[config.mk]
export PLATFORM = sky130hd
export DESIGN_NAME = vending_transaction_controller
export DESIGN_NICKNAME = d
export VERILOG_FILES = /design/src/rtl/vending_transaction_controller.sv
export SDC_FILE = /design/constraint.sdc
export NUM_CORES = 1
export LEC_CHECK = 0
export ABC_AREA = 1
export CAP_MARGIN = 20
export CORE_MARGIN = 5
export CORE_UTILIZATION = 44
export CTS_CLUSTER_SIZE = 24
export DETAILED_ROUTE_END_ITERATION = 10
export PLACE_DENSITY_LB_ADDON = 0.12
export SLEW_MARGIN = 20
export SYNTH_ARGS = -nofsm -noshare
export SYNTH_HDL_FRONTEND = slang
export SYNTH_SLANG_ARGS = --single-unit
[constraint.sdc]
create_clock -name clk -period 15.58 [get_ports clk]
set_clock_uncertainty 0.1 [all_clocks]
set_input_delay 2.337 -clock clk [delete_from_list [all_inputs] [get_ports clk]]
set_output_delay 2.337 -clock clk [all_outputs]
set_load 0.005 [all_outputs]
[src/rtl/vending_transaction_controller.sv]
// Vending transaction controller: credits coins, dispenses affordable items,
// and pays the balance back through a coin hopper after a timeout or a user
// request. Balance, wait timer, presented return coin and FSM state are all
// registered; availability and the gated hopper outputs are derived
// combinationally from those registers.
module vending_transaction_controller #(
    parameter int kNumCoins   = 3,
    parameter int kNumItems   = 4,
    parameter int kTotalBits  = 31,
    parameter int kWaitTime   = 10,
    parameter int kMaxBalance = 10000
) (
    input  logic                  clk,
    input  logic                  reset_n,
    input  logic [kNumCoins-1:0]  i_input_coin,
    input  logic [kNumItems-1:0]  i_select_item,
    input  logic                  i_trigger_return,
    input  logic                  i_hopper_ready,
    output logic [kNumItems-1:0]  o_available_item,
    output logic [kNumItems-1:0]  o_output_item,
    output logic [kNumCoins-1:0]  o_return_coin,
    output logic                  o_coin_reject,
    output logic [kTotalBits-1:0] o_current_total,
    output logic                  o_busy
);

    localparam int kTimerBits = (kWaitTime < 2) ? 1 : $clog2(kWaitTime + 1);

    typedef enum logic [1:0] {
        IDLE,
        ACTIVE,
        RETURN
    } state_e;

    // Face value of coin type idx; the table is ascending in idx.
    function automatic logic [kTotalBits-1:0] coinValue(input int idx);
        logic [kTotalBits-1:0] value;
        case (idx)
            0:       value = kTotalBits'(100);
            1:       value = kTotalBits'(500);
            default: value = kTotalBits'(1000);
        endcase
        return value;
    endfunction

    // Price of item type idx.
    function automatic logic [kTotalBits-1:0] itemPrice(input int idx);
        logic [kTotalBits-1:0] value;
        case (idx)
            0:       value = kTotalBits'(400);
            1:       value = kTotalBits'(500);
            2:       value = kTotalBits'(1000);
            default: value = kTotalBits'(2000);
        endcase
        return value;
    endfunction

    // Value of a coin strobe; only meaningful when the strobe is one-hot.
    function automatic logic [kTotalBits-1:0] coinSum(input logic [kNumCoins-1:0] bits);
        logic [kTotalBits-1:0] value;
        value = '0;
        for (int i = 0; i < kNumCoins; i++) begin
            if (bits[i]) begin
                value = value | coinValue(i);
            end
        end
        return value;
    endfunction

    // Price of a select strobe; only meaningful when the strobe is one-hot.
    function automatic logic [kTotalBits-1:0] priceSum(input logic [kNumItems-1:0] bits);
        logic [kTotalBits-1:0] value;
        value = '0;
        for (int i = 0; i < kNumItems; i++) begin
            if (bits[i]) begin
                value = value | itemPrice(i);
            end
        end
        return value;
    endfunction

    // Largest coin not exceeding bal; the ascending table lets the last hit win.
    function automatic logic [kNumCoins-1:0] largestCoin(input logic [kTotalBits-1:0] bal);
        logic [kNumCoins-1:0] pick;
        pick = '0;
        for (int i = 0; i < kNumCoins; i++) begin
            if (coinValue(i) <= bal) begin
                pick = kNumCoins'(1) << i;
            end
        end
        return pick;
    endfunction

    state_e                state_q, state_d;
    logic [kTotalBits-1:0] balance_q, balance_d;
    logic [kTimerBits-1:0] timer_q, timer_d;
    logic [kNumCoins-1:0]  returnCoin_q, returnCoin_d;
    logic [kNumItems-1:0]  outputItem_q, outputItem_d;
    logic                  coinReject_q, coinReject_d;

    logic [kTotalBits-1:0] coinAmount;
    logic [kTotalBits-1:0] creditAmount;
    logic [kTotalBits-1:0] selectPrice;
    logic [kTotalBits-1:0] chargeAmount;
    logic [kTotalBits-1:0] hopperAmount;
    logic                  coinInserted;
    logic                  coinCredit;
    logic                  selectValid;
    logic                  timerReload;

    // Qualify this cycle's coin, select and hopper hand-off against the pre-cycle balance.
    always_comb begin
        coinAmount   = coinSum(i_input_coin);
        coinInserted = |i_input_coin;
        coinCredit   = $onehot(i_input_coin)
                       && ((balance_q + coinAmount) <= kTotalBits'(kMaxBalance));
        creditAmount = coinCredit ? coinAmount : '0;
        selectPrice  = priceSum(i_select_item);
        selectValid  = (state_q == ACTIVE) && $onehot(i_select_item)
                       && !i_trigger_return && (selectPrice <= balance_q);
        chargeAmount = selectValid ? selectPrice : '0;
        hopperAmount = ((state_q == RETURN) && i_hopper_ready) ? coinSum(returnCoin_q) : '0;
    end

    // State register: asynchronous active-low reset abandons any pending balance.
    always_ff @(posedge clk or negedge reset_n) begin
        if (!reset_n) begin
            state_q <= IDLE;
        end else begin
            state_q <= state_d;
        end
    end

    // Datapath registers: balance, wait timer, presented coin and one-cycle pulses.
    always_ff @(posedge clk or negedge reset_n) begin
        if (!reset_n) begin
            balance_q    <= '0;
            timer_q      <= '0;
            returnCoin_q <= '0;
            outputItem_q <= '0;
            coinReject_q <= 1'b0;
        end else begin
            balance_q    <= balance_d;
            timer_q      <= timer_d;
            returnCoin_q <= returnCoin_d;
            outputItem_q <= outputItem_d;
            coinReject_q <= coinReject_d;
        end
    end

    // Next-state and next-datapath logic for the IDLE / ACTIVE / RETURN flow.
    always_comb begin
        state_d      = state_q;
        balance_d    = balance_q;
        timer_d      = timer_q;
        returnCoin_d = returnCoin_q;
        outputItem_d = '0;
        coinReject_d = coinInserted && !coinCredit;
        timerReload  = 1'b0;
        case (state_q)
            IDLE: begin
                balance_d    = creditAmount;
                returnCoin_d = '0;
                if (coinCredit) begin
                    state_d = ACTIVE;
                    timer_d = kTimerBits'(kWaitTime);
                end
            end
            ACTIVE: begin
                timerReload  = coinCredit || selectValid;
                balance_d    = balance_q + creditAmount - chargeAmount;
                outputItem_d = selectValid ? i_select_item : '0;
                if (timerReload) begin
                    timer_d = kTimerBits'(kWaitTime);
                end else if (timer_q != '0) begin
                    timer_d = timer_q - kTimerBits'(1);
                end
                if (i_trigger_return || (!timerReload && (timer_q <= kTimerBits'(1)))) begin
                    timer_d = '0;
                    if (balance_d != '0) begin
                        state_d      = RETURN;
                        returnCoin_d = largestCoin(balance_d);
                    end else begin
                        state_d = IDLE;
                    end
                end
            end
            RETURN: begin
                balance_d = balance_q + creditAmount - hopperAmount;
                if (i_hopper_ready) begin
                    if (balance_d == '0) begin
                        state_d      = IDLE;
                        returnCoin_d = '0;
                    end else begin
                        returnCoin_d = largestCoin(balance_d);
                    end
                end
            end
            default: begin
                state_d = IDLE;
            end
        endcase
    end

    // Output decode: availability only while shopping, hopper coin only while returning.
    always_comb begin
        o_available_item = '0;
        if (state_q == ACTIVE) begin
            for (int i = 0; i < kNumItems; i++) begin
                o_available_item[i] = (balance_q >= itemPrice(i));
            end
        end
        o_return_coin   = (state_q == RETURN) ? returnCoin_q : '0;
        o_busy          = (state_q == RETURN);
        o_output_item   = outputItem_q;
        o_coin_reject   = coinReject_q;
        o_current_total = balance_q;
    end

endmodule

==> results.sh, run 1 <==
export IMPL_power_density_nw_per_um2=240
export IMPL_layout_cells_non_filler=1681
export IMPL_ys_ff_latch=43
export IMPL_path_class="primary input to flop"
export IMPL_drtIter0Drc=803
export IMPL_fin_nets=1516
export IMPL_path_delay_family="simple AND/OR/NAND/NOR gates"
export IMPL_min_from="returnCoin_q[2]"
export IMPL_grt_total_usage=0.280
export IMPL_start_util=0.447
export IMPL_dieArea_um2=21000
export IMPL_grt_max_degree=44
export IMPL_syn_inst=1410
export IMPL_via_per_inst=5.60
export IMPL_switching_share=0.635
export IMPL_grt_pass1_wl_um=48500
export IMPL_r2r_cells=42
export IMPL_worstPathArrival_ns=9.88
export IMPL_dr_pass1_iters=6
export IMPL_hold_depth=2
export IMPL_leakage_nw=4.66
export IMPL_rr_startpoint="o_current_total[2]"
export IMPL_worst_path_max_delay_cell="a21oi_1"
export IMPL_ys_warn_count=0
export IMPL_io_buffers=52
export IMPL_power_switching_mw=1.36
export IMPL_ys_seq_area_frac=0.134
export IMPL_die_w_um=145
export IMPL_setup_viol=0
export IMPL_cts_hold_fix_buffers=0
export IMPL_max_freq_ghz=0.102
export IMPL_p_clk_frac=0.068
export IMPL_pwr_share_comb=0.847
export IMPL_final_hold_viol_count=0
export IMPL_hpwl_um=24700
export IMPL_ys_flop_type="dfrtp_1"
export IMPL_tns_ns=0
export IMPL_layout_drive_gt1_share=0.102
export IMPL_ctsHtreeMaxLevel=2
export IMPL_slew_headroom=0.408
export IMPL_max_stage_delay_ns=0.75
export IMPL_status="complete, no violations"
export IMPL_die_y_um=145
export IMPL_io_pins=55
export IMPL_cp_max_fo=11
export IMPL_drt_total_wl_um=30200
export IMPL_ir_worst_vdd_mv=0.142
export IMPL_path_clk_slew_ns=0.07
export IMPL_rsz0062_at_grt="no"
export IMPL_final_cell_area_um2=8960
export IMPL_root_buffer="clkbuf_16"
export IMPL_cp_start_kind="primary input"
export IMPL_rr_endpoint="returnCoin_q[0]"
export IMPL_clock_sinks=43
export IMPL_detailed_place_area_um2=8740
export IMPL_finalCritPeriodShare=0.628
export IMPL_slew_viol_final=0
export IMPL_dp_cells=1672
export IMPL_async_flop_share=1.00
export IMPL_synth_cell_types=55
export IMPL_worstMarginPinSlew_ns=0.888
export IMPL_p_int_mw=0.784
export IMPL_area_delta_synth_final_pct=11.6
export IMPL_cts_buffers=5
export IMPL_p_seq_frac=0.085
export IMPL_min_period_ns=9.78
export IMPL_netlist_area_um2=8030
export IMPL_hp_class="flop to flop"
export IMPL_antenna_found_initial=0
export IMPL_drc=0
export IMPL_drt_antenna_violating_nets=0
export IMPL_crit_path_end_kind="flop"
export IMPL_power_mw=2.15
export IMPL_post_cts_buffers=0
export IMPL_coreArea_um2=18000
export IMPL_cts_max_path_buffers=2
export IMPL_place_congestion=1.01
export IMPL_grt_pass1_vias=9006
export IMPL_critPathBufInv=4
export IMPL_critical_path_required_ns=15.68
export IMPL_cp_common_cell="nand2_1"
export IMPL_ff2ff_setup_slack_ns=8.02
export IMPL_num_rows=49
export IMPL_syn_avg_cell_area_um2=5.69
export IMPL_hold_path_end="returnCoin_q[2]"
export IMPL_wl_per_cell_um=18.0
export IMPL_cts_resized=0
export IMPL_antennaDiodeCount=0
export IMPL_cts_tree="done"
export IMPL_max_cap_violations=0
export IMPL_synth_edf_count=0
export IMPL_grt_ovfl_total=0
export IMPL_vias=9421
export IMPL_clk_latency_ns=0.31
[synth_stat cells (12+ instances only)]
library cell | count | area share
nand4_1 | 45 | 0.035
nor2_1 | 141 | 0.066
nand2_2 | 31 | 0.024
dfrtp_1 | 43 | 0.13
xor2_1 | 31 | 0.034
o22ai_1 | 21 | 0.016
nor3_1 | 27 | 0.017
a21oi_1 | 35 | 0.022
inv_1 | 170 | 0.080
inv_2 | 36 | 0.017
nor2_4 | 15 | 0.021
nand2_1 | 440 | 0.21
o21ai_0 | 51 | 0.032
nand3_1 | 131 | 0.082
ha_1 | 48 | 0.075
nor2_2 | 27 | 0.021
clkbuf_1 | 12 | 0.0056
[area by class of cell]
cell class / instances / area, um^2
tap: 229 / 287
timing repair buffer: 55 / 558
clock buffer: 5 / 125
multi-input combinational: 1133 / 6040
sequential: 43 / 1080
clock inverter: 3 / 67.6
fill: 1947 / 9000
inverter: 213 / 801
[registers in the layout, indices dropped and copies added (netlist names)]
signal and cells:
o_coin_reject 1, o_current_total 29, o_output_item 4, returnCoin_q 3, state_q 2, timer_q 4
[logic make-up (layout without fill, tap and decap cells)]
logic type | count (synthesis) | after routing | share of synthesized area
AO/OA/AOI/OAI | 152 | 152 | 0.112
AND/OR/NAND/NOR | 887 | 887 | 0.507
adder cells (fa/ha/maj) | 54 | 54 | 0.0898
flip-flops | 43 | 43 | 0.134
other | 1 | 2 | 0.000467
buffers and inverters | 235 | 276 | 0.113
XOR/XNOR | 38 | 38 | 0.0433
[placed cells by master (no fill, tap or decap), types with 4 or more instances in the layout]
| cell | n |
|---|---|
| clkdlybuf4s50_1 | 51 |
| nor2_4 | 15 |
| nor4_1 | 5 |
| inv_2 | 36 |
| inv_1 | 170 |
| a21oi_2 | 6 |
| ha_1 | 48 |
| nor2_1 | 141 |
| xnor2_1 | 5 |
| a21oi_1 | 35 |
| nand3b_1 | 5 |
| o22ai_1 | 21 |
| a22oi_1 | 6 |
| o21bai_1 | 5 |
| dfrtp_1 | 43 |
| o211ai_1 | 4 |
| nand3_1 | 131 |
| clkbuf_16 | 5 |
| o21ai_1 | 6 |
| nand3_2 | 5 |
| clkinv_1 | 6 |
| nand4_1 | 45 |
| xor2_1 | 31 |
| nand2_2 | 31 |
| nand2_1 | 440 |
| o21ai_0 | 51 |
| fa_1 | 6 |
| nor2_2 | 27 |
| nor3_1 | 27 |
[metrics by stage]
| step | utilization | setup slack, ns | hold slack [ns] |
|---|---|---|---|
| 5_1_grt | 0.499 | 4.87 | 0.456 |
| 4_1_cts | 0.497 | 5.81 | 0.419 |
| 3_5_place_dp | 0.486 | 5.54 | 0.401 |
| 6_report | 0.499 | 5.80 | 0.415 |
| 3_3_place_gp | 0.486 | 5.53 | 0.404 |
| 2_1_floorplan | - | 7.49 | 0.371 |
[power by group through the flow]
stage	Clock [mW]	Combinational, mW	Sequential [mW]
after floorplan	0	1.30	0.165
after global placement	0	1.77	0.183
after detailed placement	0	1.76	0.182
after CTS	0.148	1.77	0.180
after global routing	0.151	2.01	0.185
final	0.146	1.82	0.182
[worst max-delay path by stage]
stage / depth (start not counted) / start / endpoint / slack (ns)
floorplan: 48 / i_input_coin[1] / returnCoin_q[1] / 7.49
global placement: 44 / i_input_coin[2] / returnCoin_q[2] / 5.53
detailed placement: 44 / i_input_coin[1] / returnCoin_q[0] / 5.54
CTS: 44 / i_input_coin[1] / returnCoin_q[0] / 5.81
global route: 45 / i_input_coin[1] / returnCoin_q[1] / 4.87
finish: 44 / i_input_coin[1] / returnCoin_q[0] / 5.80
[tightest hold or removal path: cells and delay by family (launching register included)]
family           cells  cell delay (ns)
AND/OR/NAND/NOR      2             0.12
flip-flops           1             0.37
[per-layer routing]
layer  track usage  vias to the layer above  wire (um)
met5             0                        -          0
met4        0.0840                        0        885
met3        0.0399                       71       2010
met2         0.469                      370      14000
met1         0.375                     4336      13300
li1              -                     4644          -
Note: power is estimated with default switching activity, not from simulation.
==> run 2, diff against run 1 <==
==> constraint.sdc (replaced) <==
create_clock -name clk -period 10.2 [get_ports clk]
set_clock_uncertainty 0.1 [all_clocks]
set_input_delay 1.53 -clock clk [delete_from_list [all_inputs] [get_ports clk]]
set_output_delay 1.53 -clock clk [all_outputs]
set_load 0.005 [all_outputs]
==> run 2 against run 1 <==
Compared with the run above:
- setup slack worse by 4.7 ns
- design area shrank 0.73%
- utilization shrank 0.36 points
- cell count about the same
- sequential power grew 53%
- non-clock buffer count decreased by 1
- routed wire length fell by 0.44%
- critical path depth increased by 1
- global-route usage fell by 0.48 points
- hold slack better by 0.0038 ns
- sequential cell count unchanged
==> results.sh, run 2 (synthesized netlist as in run 1, its figures left out) <==
export IMPL_place_congestion=1.01
export IMPL_tns_ns=0
export IMPL_drt_antenna_violating_nets=0
export IMPL_worstPathArrival_ns=9.29
export IMPL_dr_pass1_iters=5
export IMPL_via_per_inst=5.62
export IMPL_leakage_nw=4.63
export IMPL_cts_buffers=5
export IMPL_slew_headroom=0.266
export IMPL_cp_start_kind="primary input"
export IMPL_cp_common_cell="nand2_1"
export IMPL_path_clk_slew_ns=0.07
export IMPL_setup_viol=0
export IMPL_area_delta_synth_final_pct=10.8
export IMPL_clk_latency_ns=0.30
export IMPL_grt_pass1_vias=8750
export IMPL_die_y_um=145
export IMPL_min_period_ns=9.14
export IMPL_io_pins=55
export IMPL_grt_total_usage=0.275
export IMPL_num_rows=49
export IMPL_slew_viol_final=0
export IMPL_vias=9447
export IMPL_fin_nets=1515
export IMPL_status="complete, no violations"
export IMPL_grt_max_degree=44
export IMPL_worst_path_max_delay_cell="a21oi_1"
export IMPL_worstMarginPinSlew_ns=1.09
export IMPL_power_density_nw_per_um2=363
export IMPL_wl_met1_um=13200
export IMPL_layout_drive_gt1_share=0.101
export IMPL_ctsHtreeMaxLevel=2
export IMPL_drc=0
export IMPL_cts_tree="done"
export IMPL_grt_pass1_wl_um=47400
export IMPL_antenna_found_initial=0
export IMPL_post_cts_buffers=0
export IMPL_die_w_um=145
export IMPL_max_freq_ghz=0.109
export IMPL_finish_utilization=0.495
export IMPL_antennaDiodeCount=0
export IMPL_critical_path_required_ns=10.35
export IMPL_largest_reg_flops=29
export IMPL_io_buffers=52
export IMPL_hp_class="flop to flop"
export IMPL_root_buffer="clkbuf_16"
export IMPL_final_cell_mix="440 x nand2_1, 170 x inv_1, 141 x nor2_1"
export IMPL_hpwl_um=24700
export IMPL_drtIter0Drc=891
export IMPL_rsz0062_at_grt="no"
export IMPL_top_layer="met4"
export IMPL_dieArea_um2=21000
export IMPL_start_util=0.447
export IMPL_drt_total_wl_um=30100
export IMPL_wl_per_cell_um=17.9
export IMPL_route_met2_wl_um=13700
export IMPL_max_stage_delay_ns=0.77
export IMPL_cp_max_fo=11
export IMPL_path_class="primary input to flop"
export IMPL_clock_sinks=43
export IMPL_coreArea_um2=18000
export IMPL_fillers=1984
export IMPL_max_cap_violations=0
export IMPL_final_hold_viol_count=0
export IMPL_layout_commonest_cell="nand2_1"
export IMPL_crit_path_end_kind="flop"
export IMPL_grt_ovfl_total=0
export IMPL_cts_hold_fix_buffers=0
export IMPL_finalCritPeriodShare=0.896
export IMPL_cts_max_path_buffers=2
export IMPL_dr_wl_met3_um=2140
export IMPL_cts_resized=0
export IMPL_ir_worst_vdd_mv=0.227
[run 2: final timing paths]
| path | cells after the start | slack [ns] | from | to |
|---|---|---|---|---|
| min in group asynchronous | 2 | 1.21 | reset_n | o_current_total[21] |
| setup / recovery | 45 | 1.06 | i_input_coin[1] | returnCoin_q[0] |
| hold reg to reg | 2 | 0.42 | returnCoin_q[2] | returnCoin_q[2] |
| hold / removal | 2 | 0.42 | returnCoin_q[2] | returnCoin_q[2] |
| setup reg to reg | 43 | 2.51 | o_current_total[2] | returnCoin_q[0] |
| max in group asynchronous | 2 | 8.32 | reset_n | o_current_total[5] |
[run 2: metal layers]
metal | global-route usage | vias up
li1 | - | 4649
met1 | 0.375 | 4286
met2 | 0.454 | 433
met3 | 0.0327 | 79
met4 | 0.0910 | 0
met5 | 0 | -
[run 2: area by class of cell]
type | count | area [um^2] | share of cell area
multi-input combinational | 1133 | 6040 | 0.680
sequential | 43 | 1080 | 0.121
inverter | 213 | 801 | 0.0900
timing repair buffer | 54 | 531 | 0.0597
tap | 229 | 287 | 0.0322
clock buffer | 6 | 139 | 0.0156
clock inverter | 2 | 16.3 | 0.00183
[run 2: report_power, final]
group / leakage [nW] / internal [mW] / total (mW) / switching (mW)
logic: 3.98 / 0.840 / 2.77 / 1.94
registers: 0.575 / 0.210 / 0.278 / 0.0683
clock network: 0.0731 / 0.0982 / 0.179 / 0.0808
[run 2: critical path, delay by kind of cell]
kind | cells | cell delay, ns
fa+ha+maj | 4 | 1.46
simple gates | 32 | 3.99
buf+inv | 4 | 0.70
xor+xnor | 2 | 0.34
compound gates | 3 | 1.21
[run 2: through the flow]
step                total power, mW  std cells  worst slack (ns)  hold WS, ns  cell area (um^2)
detailed placement             2.97       1672             0.903        0.402              8740
global route                   3.53       1680             0.364        0.457              8890
global placement               2.99       1672             0.947        0.404              8740
finish                         3.23       1680              1.06        0.419              8890
CTS                            3.17       1680              1.20        0.421              8890
floorplan                      2.24       1411              2.92        0.371              8030
